--- src/rtl/retire_unit.sv ---
// retire_unit
//
// Commit stage at the tail of the rename -> ROB path. Entries are popped from
// the ROB head in program order. Each retiring register write updates the
// retirement RAT and returns the superseded physical register to the rename
// free list. A retiring entry marked flush sends the unit into a walk. The walk
// drains the rest of the ROB and frees every speculatively allocated physical
// register. A single restore cycle then copies the retirement RAT into the
// rename RAT and redirects the front end.
//
// Head entry layout (bits above the flush PC are ignored):
//   [0]                      complete
//   [1]                      isRegWrite
//   [2]                      flush
//   [3 +: ARCH]              archDest
//   [3+ARCH +: PHYS]         physDest
//   [3+ARCH+PHYS +: 32]      flush target PC
//
// Ports:
//   CLK                       clock
//   RESET                     synchronous, active-high reset
//   fROB_empty_IN             ROB is empty
//   fROB_headData_IN          ROB head entry
//   tROB_popReq_OUT           pop the head this cycle (combinational)
//   fFreeL_full_IN            free list cannot accept a push
//   tFreeL_pushReq_OUT        free-list push, registered one cycle after the pop
//   tFreeL_pushData_OUT       physical register being freed
//   tRenRatOverwrite_OUT      one-cycle rename RAT restore strobe
//   tRenRatOverwriteData_OUT  packed retirement RAT, entry i at [i*PHYS +: PHYS]
//   tFlush_OUT                front-end / queue flush strobe
//   tFlushPC_OUT              redirect PC, valid with tFlush_OUT
//   tFreeze_OUT               front-end stall while the walk runs
//   retiredCount_OUT          retired-instruction counter
//
// Configuration macro:
//   RETIRE_PERFCNT_EN  when defined, retiredCount_OUT counts every pop made in
//                      RUN, wrapping at 2^32. When undefined it is tied to zero.

module retire_unit #(
    parameter int PHYSREGS_DEPTH = 6,
    parameter int ARCHREGS_DEPTH = 5,
    parameter int ROB_WIDTH      = 64
) (
    input  logic                                              CLK,
    input  logic                                              RESET,
    input  logic                                              fROB_empty_IN,
    input  logic [ROB_WIDTH-1:0]                              fROB_headData_IN,
    output logic                                              tROB_popReq_OUT,
    input  logic                                              fFreeL_full_IN,
    output logic                                              tFreeL_pushReq_OUT,
    output logic [PHYSREGS_DEPTH-1:0]                         tFreeL_pushData_OUT,
    output logic                                              tRenRatOverwrite_OUT,
    output logic [(1<<ARCHREGS_DEPTH)*PHYSREGS_DEPTH-1:0]     tRenRatOverwriteData_OUT,
    output logic                                              tFlush_OUT,
    output logic [31:0]                                       tFlushPC_OUT,
    output logic                                              tFreeze_OUT,
    output logic [31:0]                                       retiredCount_OUT
);

    localparam int ARCH_REGS = 1 << ARCHREGS_DEPTH;
    localparam int USED_BITS = 35 + ARCHREGS_DEPTH + PHYSREGS_DEPTH;
    localparam int PHYS_LSB  = 3 + ARCHREGS_DEPTH;
    localparam int PC_LSB    = 3 + ARCHREGS_DEPTH + PHYSREGS_DEPTH;

    typedef enum logic [1:0] {
        RUN,
        WALK,
        RESTORE
    } retireState_t;

    retireState_t state;
    retireState_t nextState;

    logic                      headComplete;
    logic                      headRegWrite;
    logic                      headFlush;
    logic [ARCHREGS_DEPTH-1:0] headArchDest;
    logic [PHYSREGS_DEPTH-1:0] headPhysDest;
    logic [31:0]               headPc;
    logic                      unusedHeadBits;

    logic [PHYSREGS_DEPTH-1:0] retRat [ARCH_REGS];
    logic [31:0]               latchedPc;
    logic                      popReq;

    // Field extraction from the ROB head entry.
    assign headComplete   = fROB_headData_IN[0];
    assign headRegWrite   = fROB_headData_IN[1];
    assign headFlush      = fROB_headData_IN[2];
    assign headArchDest   = fROB_headData_IN[3 +: ARCHREGS_DEPTH];
    assign headPhysDest   = fROB_headData_IN[PHYS_LSB +: PHYSREGS_DEPTH];
    assign headPc         = fROB_headData_IN[PC_LSB +: 32];
    assign unusedHeadBits = ^fROB_headData_IN[ROB_WIDTH-1:USED_BITS];

    assign tROB_popReq_OUT = popReq;

    // State register. Reset returns the unit to normal retirement from any state.
    always_ff @(posedge CLK) begin
        if (RESET) begin
            state <= RUN;
        end else begin
            state <= nextState;
        end
    end

    // Next-state and strobe decode. A full free list freezes the FSM as well
    // as the pop, because any popped register write needs a free-list slot.
    // The walk ignores the complete bit: everything behind the flushing entry
    // is wrong-path and only its register allocation matters.
    always_comb begin
        nextState            = state;
        popReq               = 1'b0;
        tFreeze_OUT          = 1'b0;
        tRenRatOverwrite_OUT = 1'b0;
        tFlush_OUT           = 1'b0;
        tFlushPC_OUT         = 32'd0;
        case (state)
            RUN: begin
                if (!fROB_empty_IN && headComplete && !fFreeL_full_IN) begin
                    popReq = 1'b1;
                    if (headFlush) begin
                        nextState = WALK;
                    end
                end
            end
            WALK: begin
                tFreeze_OUT = 1'b1;
                if (!fFreeL_full_IN) begin
                    if (fROB_empty_IN) begin
                        nextState = RESTORE;
                    end else begin
                        popReq = 1'b1;
                    end
                end
            end
            RESTORE: begin
                tRenRatOverwrite_OUT = 1'b1;
                tFlush_OUT           = 1'b1;
                tFlushPC_OUT         = latchedPc;
                nextState            = RUN;
            end
            default: begin
                nextState = RUN;
            end
        endcase
    end

    // Retirement RAT, freeing pipeline and flush PC. A retire in RUN frees the
    // mapping it supersedes. A write to arch 0 frees its own physDest because
    // arch 0 is never remapped. A walked entry frees its own physDest.
    always_ff @(posedge CLK) begin
        if (RESET) begin
            for (int i = 0; i < ARCH_REGS; i++) begin
                retRat[i] <= PHYSREGS_DEPTH'(i);
            end
            tFreeL_pushReq_OUT  <= 1'b0;
            tFreeL_pushData_OUT <= '0;
            latchedPc           <= 32'd0;
        end else begin
            tFreeL_pushReq_OUT <= popReq && headRegWrite;
            if (popReq && headRegWrite) begin
                if (state == RUN && headArchDest != '0) begin
                    tFreeL_pushData_OUT <= retRat[headArchDest];
                end else begin
                    tFreeL_pushData_OUT <= headPhysDest;
                end
            end
            if (state == RUN && popReq && headRegWrite && headArchDest != '0) begin
                retRat[headArchDest] <= headPhysDest;
            end
            if (state == RUN && popReq && headFlush) begin
                latchedPc <= headPc;
            end
        end
    end

    // The packed RAT is always visible. It matters only during the restore
    // strobe, and by then any retire made before the walk is already in it.
    always_comb begin
        tRenRatOverwriteData_OUT = '0;
        for (int i = 0; i < ARCH_REGS; i++) begin
            tRenRatOverwriteData_OUT[i*PHYSREGS_DEPTH +: PHYSREGS_DEPTH] = retRat[i];
        end
    end

`ifdef RETIRE_PERFCNT_EN
    // Only real retirements are counted. Wrong-path entries popped by the
    // walk are not counted.
    logic [31:0] retiredCount;

    always_ff @(posedge CLK) begin
        if (RESET) begin
            retiredCount <= 32'd0;
        end else if (state == RUN && popReq) begin
            retiredCount <= retiredCount + 32'd1;
        end
    end

    assign retiredCount_OUT = retiredCount;
`else
    assign retiredCount_OUT = 32'd0;
`endif

endmodule

--- config.mk ---
export PLATFORM = sky130hd
export DESIGN_NAME = retire_unit
export DESIGN_NICKNAME = d
export VERILOG_FILES = /design/src/rtl/retire_unit.sv
export SDC_FILE = /design/constraint.sdc
export NUM_CORES = 1
export LEC_CHECK = 0
export ABC_AREA = 1
export ABC_CLOCK_PERIOD_IN_PS = 2740
export BUFFER_PORTS_ARGS = -buffer_cell sky130_fd_sc_hd__buf_2
export CORE_ASPECT_RATIO = 1.5
export CORE_MARGIN = 2
export CORE_UTILIZATION = 25
export CTS_CLUSTER_SIZE = 14
export DETAILED_ROUTE_END_ITERATION = 10
export PLACE_DENSITY_LB_ADDON = 0.25
export SLEW_MARGIN = 30
export SYNTH_ARGS = -nofsm -noshare
export SYNTH_HDL_FRONTEND = slang
export SYNTH_SLANG_ARGS = --single-unit
export TNS_END_PERCENT = 5
--- constraint.sdc ---
create_clock -name CLK -period 2.74 [get_ports CLK]
set_clock_uncertainty 0.2 [all_clocks]
set_input_delay 0.822 -clock CLK [delete_from_list [all_inputs] [get_ports CLK]]
set_output_delay 0.822 -clock CLK [all_outputs]
set_load 0.05 [all_outputs]
-- After elaboration in Yosys (flattened, before gate mapping)
Memory sizes are Yosys's and may differ from the RTL's.
Index checks and enable logic that the tools add are counted.
- muxes and demuxes: 21
- equal/unequal tests: 6
- bitwise logic cells: 0
- divide/modulo/power cells: 0
- add/sub/neg operators: 0
- $mul: 0
- shift-type cells: 0
- order comparisons: 0
- reductions and logical operators: 14
- operators with widths (operator ; count):
    32-bit 2-to-1 mux ; 1
    6-bit 2-to-1 mux ; 2
    1-bit 2-to-1 mux ; 11
    1-bit logical AND ; 8
    2-bit 2-to-1 mux ; 4
    2-bit inequality test, second input constant ; 4
    6-bit OR reduction ; 1
    5-bit 2-to-1 mux ; 1
    5-bit nonzero test ; 1
    2-bit one-hot mux with 2 select lines ; 1
    4-bit AND reduction ; 1
    2-bit by 1-bit == test with 1-bit output, second input constant ; 1
    2-bit == test, second input constant ; 1
    1-bit logical NOT ; 2
    2-bit logical NOT ; 1
    1-bit one-hot mux with 2 select lines ; 1
- word-level logic and storage cells: 46
- memories: 1
- register bits: 41
- bits in latches: 0
- output and inout bits: 267
- bits in read-only memories: 0
- bits of input ports: 68
- bits in writable memories: 192
- memories (name ; words ; width ; rd ports ; clocked after memory_dff ; write ports ; line ; text):
    retRat ; 32 ; 6 ; 33 ; 0 ; 32 ; 82 ; logic [PHYSREGS_DEPTH-1:0] retRat [ARCH_REGS];

-- Logic depth before layout (Yosys ltp)
Gate-level depths: netlist of run 1.
- word-level depth: 13
- mapped depth: 14
- depth with buffers taken out: 11

-- Least setup slack after synthesis of run 1
No wires, ideal clock.
- kind: register to output
- from: register state[1]
- to: output tFlushPC_OUT[0]
- cell stages (with the launch flop): 6
- data required time: 1.718 ns
- arrival: 2.203 ns
- setup slack: -0.485 ns
- path buffers: 1
- cell sequence: dfxtp_1 > inv_1 > nor2_1 > inv_1 > clkbuf_1 > nor2_1
- word-level cells in the longest chain between the ends: 2
- RTL lines (what ; line ; text):
    start, declared ; 71 ; retireState_t state;
    start signal, assigned ; 102 ; state <= nextState;
    2-bit == test ; 117 ; case (state)
    32-bit 2-to-1 mux ; 117 ;
    end, declared ; 55 ; output logic [31:0] tFlushPC_OUT,
Every way passes these cells.

-- Worst setup path in the final report of run 1
- from: register state[1]
- to: output tFlushPC_OUT[20]
The elaborated chain is that of the path after synthesis.

==> flow_summary.toml, run 1 <==
[logic_synthesis]
netlist_instances = 1324
ys_seq_area_share_pct = 59.51
synth_cell_types = 20
synth_compound_area_share_pct = 3.527
yosysMostFrequentCell = "nand2_1"
syn_area_sq_um = 11070
synth_xor_area_share_pct = 0
netlist.area_leader.share_pct = 52.09
muxShareOfSynthArea_pct = 0
synth_flop_cell = "edfxtp_1"
synth_area_leaders = "edfxtp_1 (52%), nand2_1 (21%), dfxtp_1 (7.4%)"
synthArstFlopShare_pct = 0
ys_seq_elements = 233
yosysWarnings = 0
synth_top_area_cell = "edfxtp_1"
synth_adder_area_share_pct = 0
synth_common_cells = "nand2_1 (610), edfxtp_1 (192), nor2_1 (155)"
synthSimpleGateAreaFrac_pct = 29.19
syn_area_per_cell_sq_um = 8.360
synth_top_family_by_area = "simple AND/OR/NAND/NOR gates"
synth_edf_count = 192

[floorplanning]
core_area_sq_um = 43750
initial_core_util_pct = 25.30
io_pins = 335
num_rows = 94
die_h_um = 261.7
dieArea_sq_um = 46010
fp.dieW_um = 175.8

[grt]
grt_pass1_vias = 9799
grt_first_pass_wirelength_mm = 60.06
grt_start_max_net_pins = 50
antenna_found_initial = 0
grt_usage_pct = 17.52
gr-total-overflow = 0

[clock_network]
clk_latency_ns = 0.54
cts_buffers = 26
cts.reportedPaths.clkPinSlew_ns = 0.06
cts_max_path_buffers = 3
hold_buffers = 0
cts_tree = "built"
cts.sinks = 233
htree_levels = 1
cts_root_buf = "clkbuf_16"

[routing]
drt-initial-drc-count = 472
wl_per_cell_um = 18.38
drc = 0
drt_wl_total_mm = 41.40
vias = 9729
ant_nets = 0
drtPass1Iterations = 5
viasPerCell = 4.320

[setup_path]
path_buf_inv = 4
cp_top_family = "buffers and inverters"
max_stage_delay_ns = 0.34
arrival_ns = 1.64
cp_max_fo = 32
critPathKind = "register to primary output"
critPathSlowestCell = "dfxtp_2"
startpoint_type = "register"
worstPathCellList = "inv_1, nor2_4, inv_1, buf_12, nor2_2, buf_6"
crit_path_frequent_cell = "inv_1"
worstPathRequired_ns = 1.72
crit_path_end_kind = "primary output"

[power_and_ir_drop]
p_per_area_nw_per_um2 = 588.3
peakVddDrop_v = 0.0004377
p_leak_nw = 6.607

[layout]
ff_latch_area_sq_um = 6591
layout.nets = 1726
multi_input_area_sq_um = 3884
diodes = 0
synthToLayoutAreaGrowth_pct = 34.16
post_route_cells_drive_above_1_share_pct = 27.92
final_cell_area_sq_um = 14850
fill_cells = 4589

[timing]
whs_ns = 0.2705
max_freq_mhz = 376.0
fin_crit_sh_pct = 97.07
tns_ns = 0
hold_violations = 0
finalCriticalPeriod_ns = 2.660
setup_viol = 0
setup_ws_ns = 0.08037
drv_slew = 0

[placement]
place_area_sq_um = 13660
globalplace.congestion = 0.8227
place_ws_ns = -0.2471
port_buffers = 284
dp_hpwl_mm = 30.49

[run_status]
run_status = "complete, no violations"

[run]
drv_cap = 0

[hold_path]
hp-class = "register to register"
-- area by class of cell --
cell class                      count  area share, %
Inverter                           85          2.149
Timing Repair Buffer              376          16.81
Multi-Input combinational cell    936          26.15
Clock buffer                       38          4.828
Tap cell                          576          4.853
Sequential cell                   233          44.39
Clock inverter                      8         0.8173
-- repair_timing --
| action | CTS | global route |
|---|---|---|
| pin swaps | 2 | 2 |
| setup endpoints to repair | 33 | 33 |
| resized for setup | 43 | 70 |
| buffers inserted | 1 | 1 |
| endpoints found under the hold margin | 0 | 0 |
-- worst min-delay path, cell delays in order (launching register included) --
cell and delay (ns):
dfxtp_1 0.30, inv_1 0.07, a21oi_1 0.06
-- placed cells by master, fill, tap and decap left out --
cell type    n
nand3_4      1
dfxtp_1     39
buf_4       79
clkbuf_16   27
edfxtp_1   192
nor2_1     122
clkinv_1     1
nand3_2      1
nor3_2       7
clkinv_2     2
nor3_1       6
nand3_1     35
clkinv_4     2
dfxtp_2      1
bufinv_16    3
nor3_4       1
nor2_4      10
dfxtp_4      1
a21oi_1     39
nor2_2      27
clkbuf_1    11
buf_6       33
nand2_1    609
buf_2      250
buf_12      14
o21ai_0     39
conb_1      38
inv_1       77
nand2_2      1
inv_2        8
-- logic make-up after synthesis --
| logic type | count (synthesis) |
|---|---|
| flops | 233 |
| compound gates | 78 |
| simple gates | 820 |
| buf+inv | 192 |
| other cells | 1 |
-- registers in the layout, summed over array words and instances, names as in the netlist --
signal / flops
state: 2
latchedPc: 32
tFreeL_pushData_OUT: 6
tFreeL_pushReq_OUT: 1
retRat: 192
-- metrics by stage --
stage / instances / power, mW / util, %
2_1_floorplan: 1361 / 4.884 / -
3_3_place_gp: 2204 / 5.271 / 31.22
3_5_place_dp: 2204 / 5.275 / 31.22
4_1_cts: 2251 / 8.819 / 33.42
5_1_grt: 2252 / 9.062 / 33.94
6_report: 2252 / 8.736 / 33.94
-- routing by layer --
metal | part of all wire (%) | up-vias | GRT usage [%]
met1 | 36 | 4532 | 18.37
met2 | 53 | 360 | 33.39
met4 | 3.1 | 0 | 6.107
met3 | 7.8 | 65 | 4.789
li1 | - | 4772 | -
met5 | 0 | - | 0
-- final timing paths --
kind                           end          from  slack (ns)  cells after the start
setup / recovery  tFlushPC_OUT[20]      state[1]        0.08                      6
hold / removal        latchedPc[0]  latchedPc[0]        0.27                      2
setup reg to reg     retRat[13][1]      state[0]        0.37                     10
hold reg to reg       latchedPc[0]  latchedPc[0]        0.27                      2
-- where the power goes --
part | switching [mW] | internal (mW) | total, mW
clock network | 1.45 | 2.09 | 3.54
registers | 0.0746 | 3.93 | 4.00
logic | 0.931 | 0.262 | 1.19
(Power assumes the default switching activity.)
==> run 2, diff against run 1 <==
--- a/config.mk
+++ b/config.mk
@@ -8,7 +8,9 @@
 export ABC_AREA = 1
 export ABC_CLOCK_PERIOD_IN_PS = 2740
 export BUFFER_PORTS_ARGS = -buffer_cell sky130_fd_sc_hd__buf_2
-export CORE_ASPECT_RATIO = 1.5
+export CAP_MARGIN = 20
+export CELL_PAD_IN_SITES_DETAIL_PLACEMENT = 0
+export CELL_PAD_IN_SITES_GLOBAL_PLACEMENT = 1
 export CORE_MARGIN = 2
 export CORE_UTILIZATION = 25
 export CTS_CLUSTER_SIZE = 14
==> run 2 against run 1 <==
- clock power decreased by 2%
- sequential cell count is the same
- largest cell class unchanged
- sequential power about the same
- cell count rose by 1.0%
- global-route usage fell by 0.12 points
- hold slack got worse by 0.0018 ns
- combinational power is essentially flat
==> flow_summary.toml, run 2 (synthesis results as in run 1) <==
[run_status]
run_status = "complete, no violations"

[clock_network]
cts.reportedPaths.clkPinSlew_ns = 0.06
cts.sinks = 233
cts_tree = "built"
hold_buffers = 0
htree_levels = 1
clk_latency_ns = 0.57
cts_max_path_buffers = 3
cts_root_buf = "clkbuf_16"
cts_buffers = 28

[layout]
layout.nets = 1729
post_route_cells_drive_above_1_share_pct = 28.06
largest-register = "retRat"
synthToLayoutAreaGrowth_pct = 34.95
reg_top3 = "retRat x192, latchedPc x32, tFreeL_pushData_OUT x6"
final_common_cell = "nand2_1"
final_cell_mix = "nand2_1 (610), buf_2 (250), edfxtp_1 (192), nor2_1 (122), inv_1 (76)"
instances_no_fill = 2275
largest_reg_flops = 192
final_cell_area_sq_um = 14940

[grt]
grt_usage_pct = 17.40
grt_start_max_net_pins = 54
gr-total-overflow = 0
grt_first_pass_wirelength_mm = 59.84
antenna_found_initial = 1
grt_pass1_vias = 9576

[timing]
hold_violations = 0
whs_ns = 0.2687
max_freq_mhz = 378.6
drv_slew = 0
finalCriticalPeriod_ns = 2.641
setup_viol = 0
rsz0062_at_grt = "no"
fin_crit_sh_pct = 96.39

[setup_path]
startpoint_type = "register"
cp_top_family = "buffers and inverters"
worstPathRequired_ns = 1.72
path_buf_inv = 4
cp_max_fo = 8
arrival_ns = 1.62
critPathKind = "register to primary output"
worstPathCellList = "inv_2, nor2_4, inv_4, clkbuf_16, nor2_2, buf_6"
critPathSlowestCell = "dfxtp_2"
max_stage_delay_ns = 0.35
crit_path_end_kind = "primary output"

[hold_path]
hp-class = "register to register"

[floorplanning]
initial_core_util_pct = 25.19
die_h_um = 214.4
core_area_sq_um = 43930
fp.dieW_um = 214.4
num_rows = 77
io_pins = 335
dieArea_sq_um = 45970

[placement]
dp_hpwl_mm = 29.27
place_inst = 2219
place_area_sq_um = 13700
globalplace.congestion = 0.7756
port_buffers = 284

[run]
drv_cap = 0

[routing]
drtPass1Iterations = 5
drt_wl_total_mm = 41.58
drt-initial-drc-count = 578
drc = 0
vias = 9801
wl_per_cell_um = 18.27
ant_nets = 0
viasPerCell = 4.308

[power_and_ir_drop]
power.total_mw = 8.662
peakVddDrop_v = 0.0004281
p_per_area_nw_per_um2 = 579.9
p_leak_nw = 6.633
run 2: cell count changes in the layout (fill, tap and decap cells not counted), moves of 2 or more:
cell	change
buf_12	+2
buf_4	-4
bufinv_16	-2
clkbuf_16	+3
clkinv_1	+3
clkinv_2	+2
clkinv_4	-2
clkinvlp_4	+3
nor2_2	+2
nor2_4	-2
run 2: final cells by class:
class,count,area (sq um)
repair buffers,377,2567
inverters,85,321.6
fillers,4688,29000
diodes,1,2.502
flip-flops and latches,233,6591
clock inverters,13,103.9
well taps,592,740.7
multi-input cells,936,3871
clock buffers,38,738.2
run 2: where the power goes:
part	internal (mW)	switching, mW
Sequential	3.93	0.0677
Combinational	0.258	0.932
Clock	1.98	1.50
run 2: stage by stage:
| step | TNS (ns) | util (%) | setup WS, ns |
|---|---|---|---|
| final | 0 | 34.00 | 0.09901 |
| after global routing | 0 | 34.00 | 0.007905 |
| after CTS | 0 | 33.48 | 0.006023 |
| after detailed placement | -33.41 | 31.18 | -0.2312 |
| after global placement | -28.07 | 31.18 | -0.2271 |
| after floorplan | -5.697 | - | -0.1899 |
run 2: worst paths after layout:
path / end / startpoint / depth (start not counted) / slack (ns)
setup / recovery: tFlushPC_OUT[0] / state[1] / 6 / 0.1
hold / removal: latchedPc[8] / latchedPc[8] / 2 / 0.27
setup reg to reg: retRat[13][2] / state[0] / 9 / 0.32
hold reg to reg: latchedPc[8] / latchedPc[8] / 2 / 0.27
run 2: worst min-delay path: stages, from the launching register on:
cell     delay [ns]
dfxtp_1        0.29
inv_1          0.07
a21oi_1        0.06
run 2: layer usage:
metal,part of all wire (%),global-route usage (%)
met3,6.8,3.603
met2,48,29.29
met4,2.1,4.769
met1,43,22.68
met5,0,0
run 2: timing repair:
action	4_1_cts	5_1_grt
gates resized for setup	60	51
pin swaps	0	3
setup buffers	0	2
setup endpoints to repair	33	33
cloned	0	3
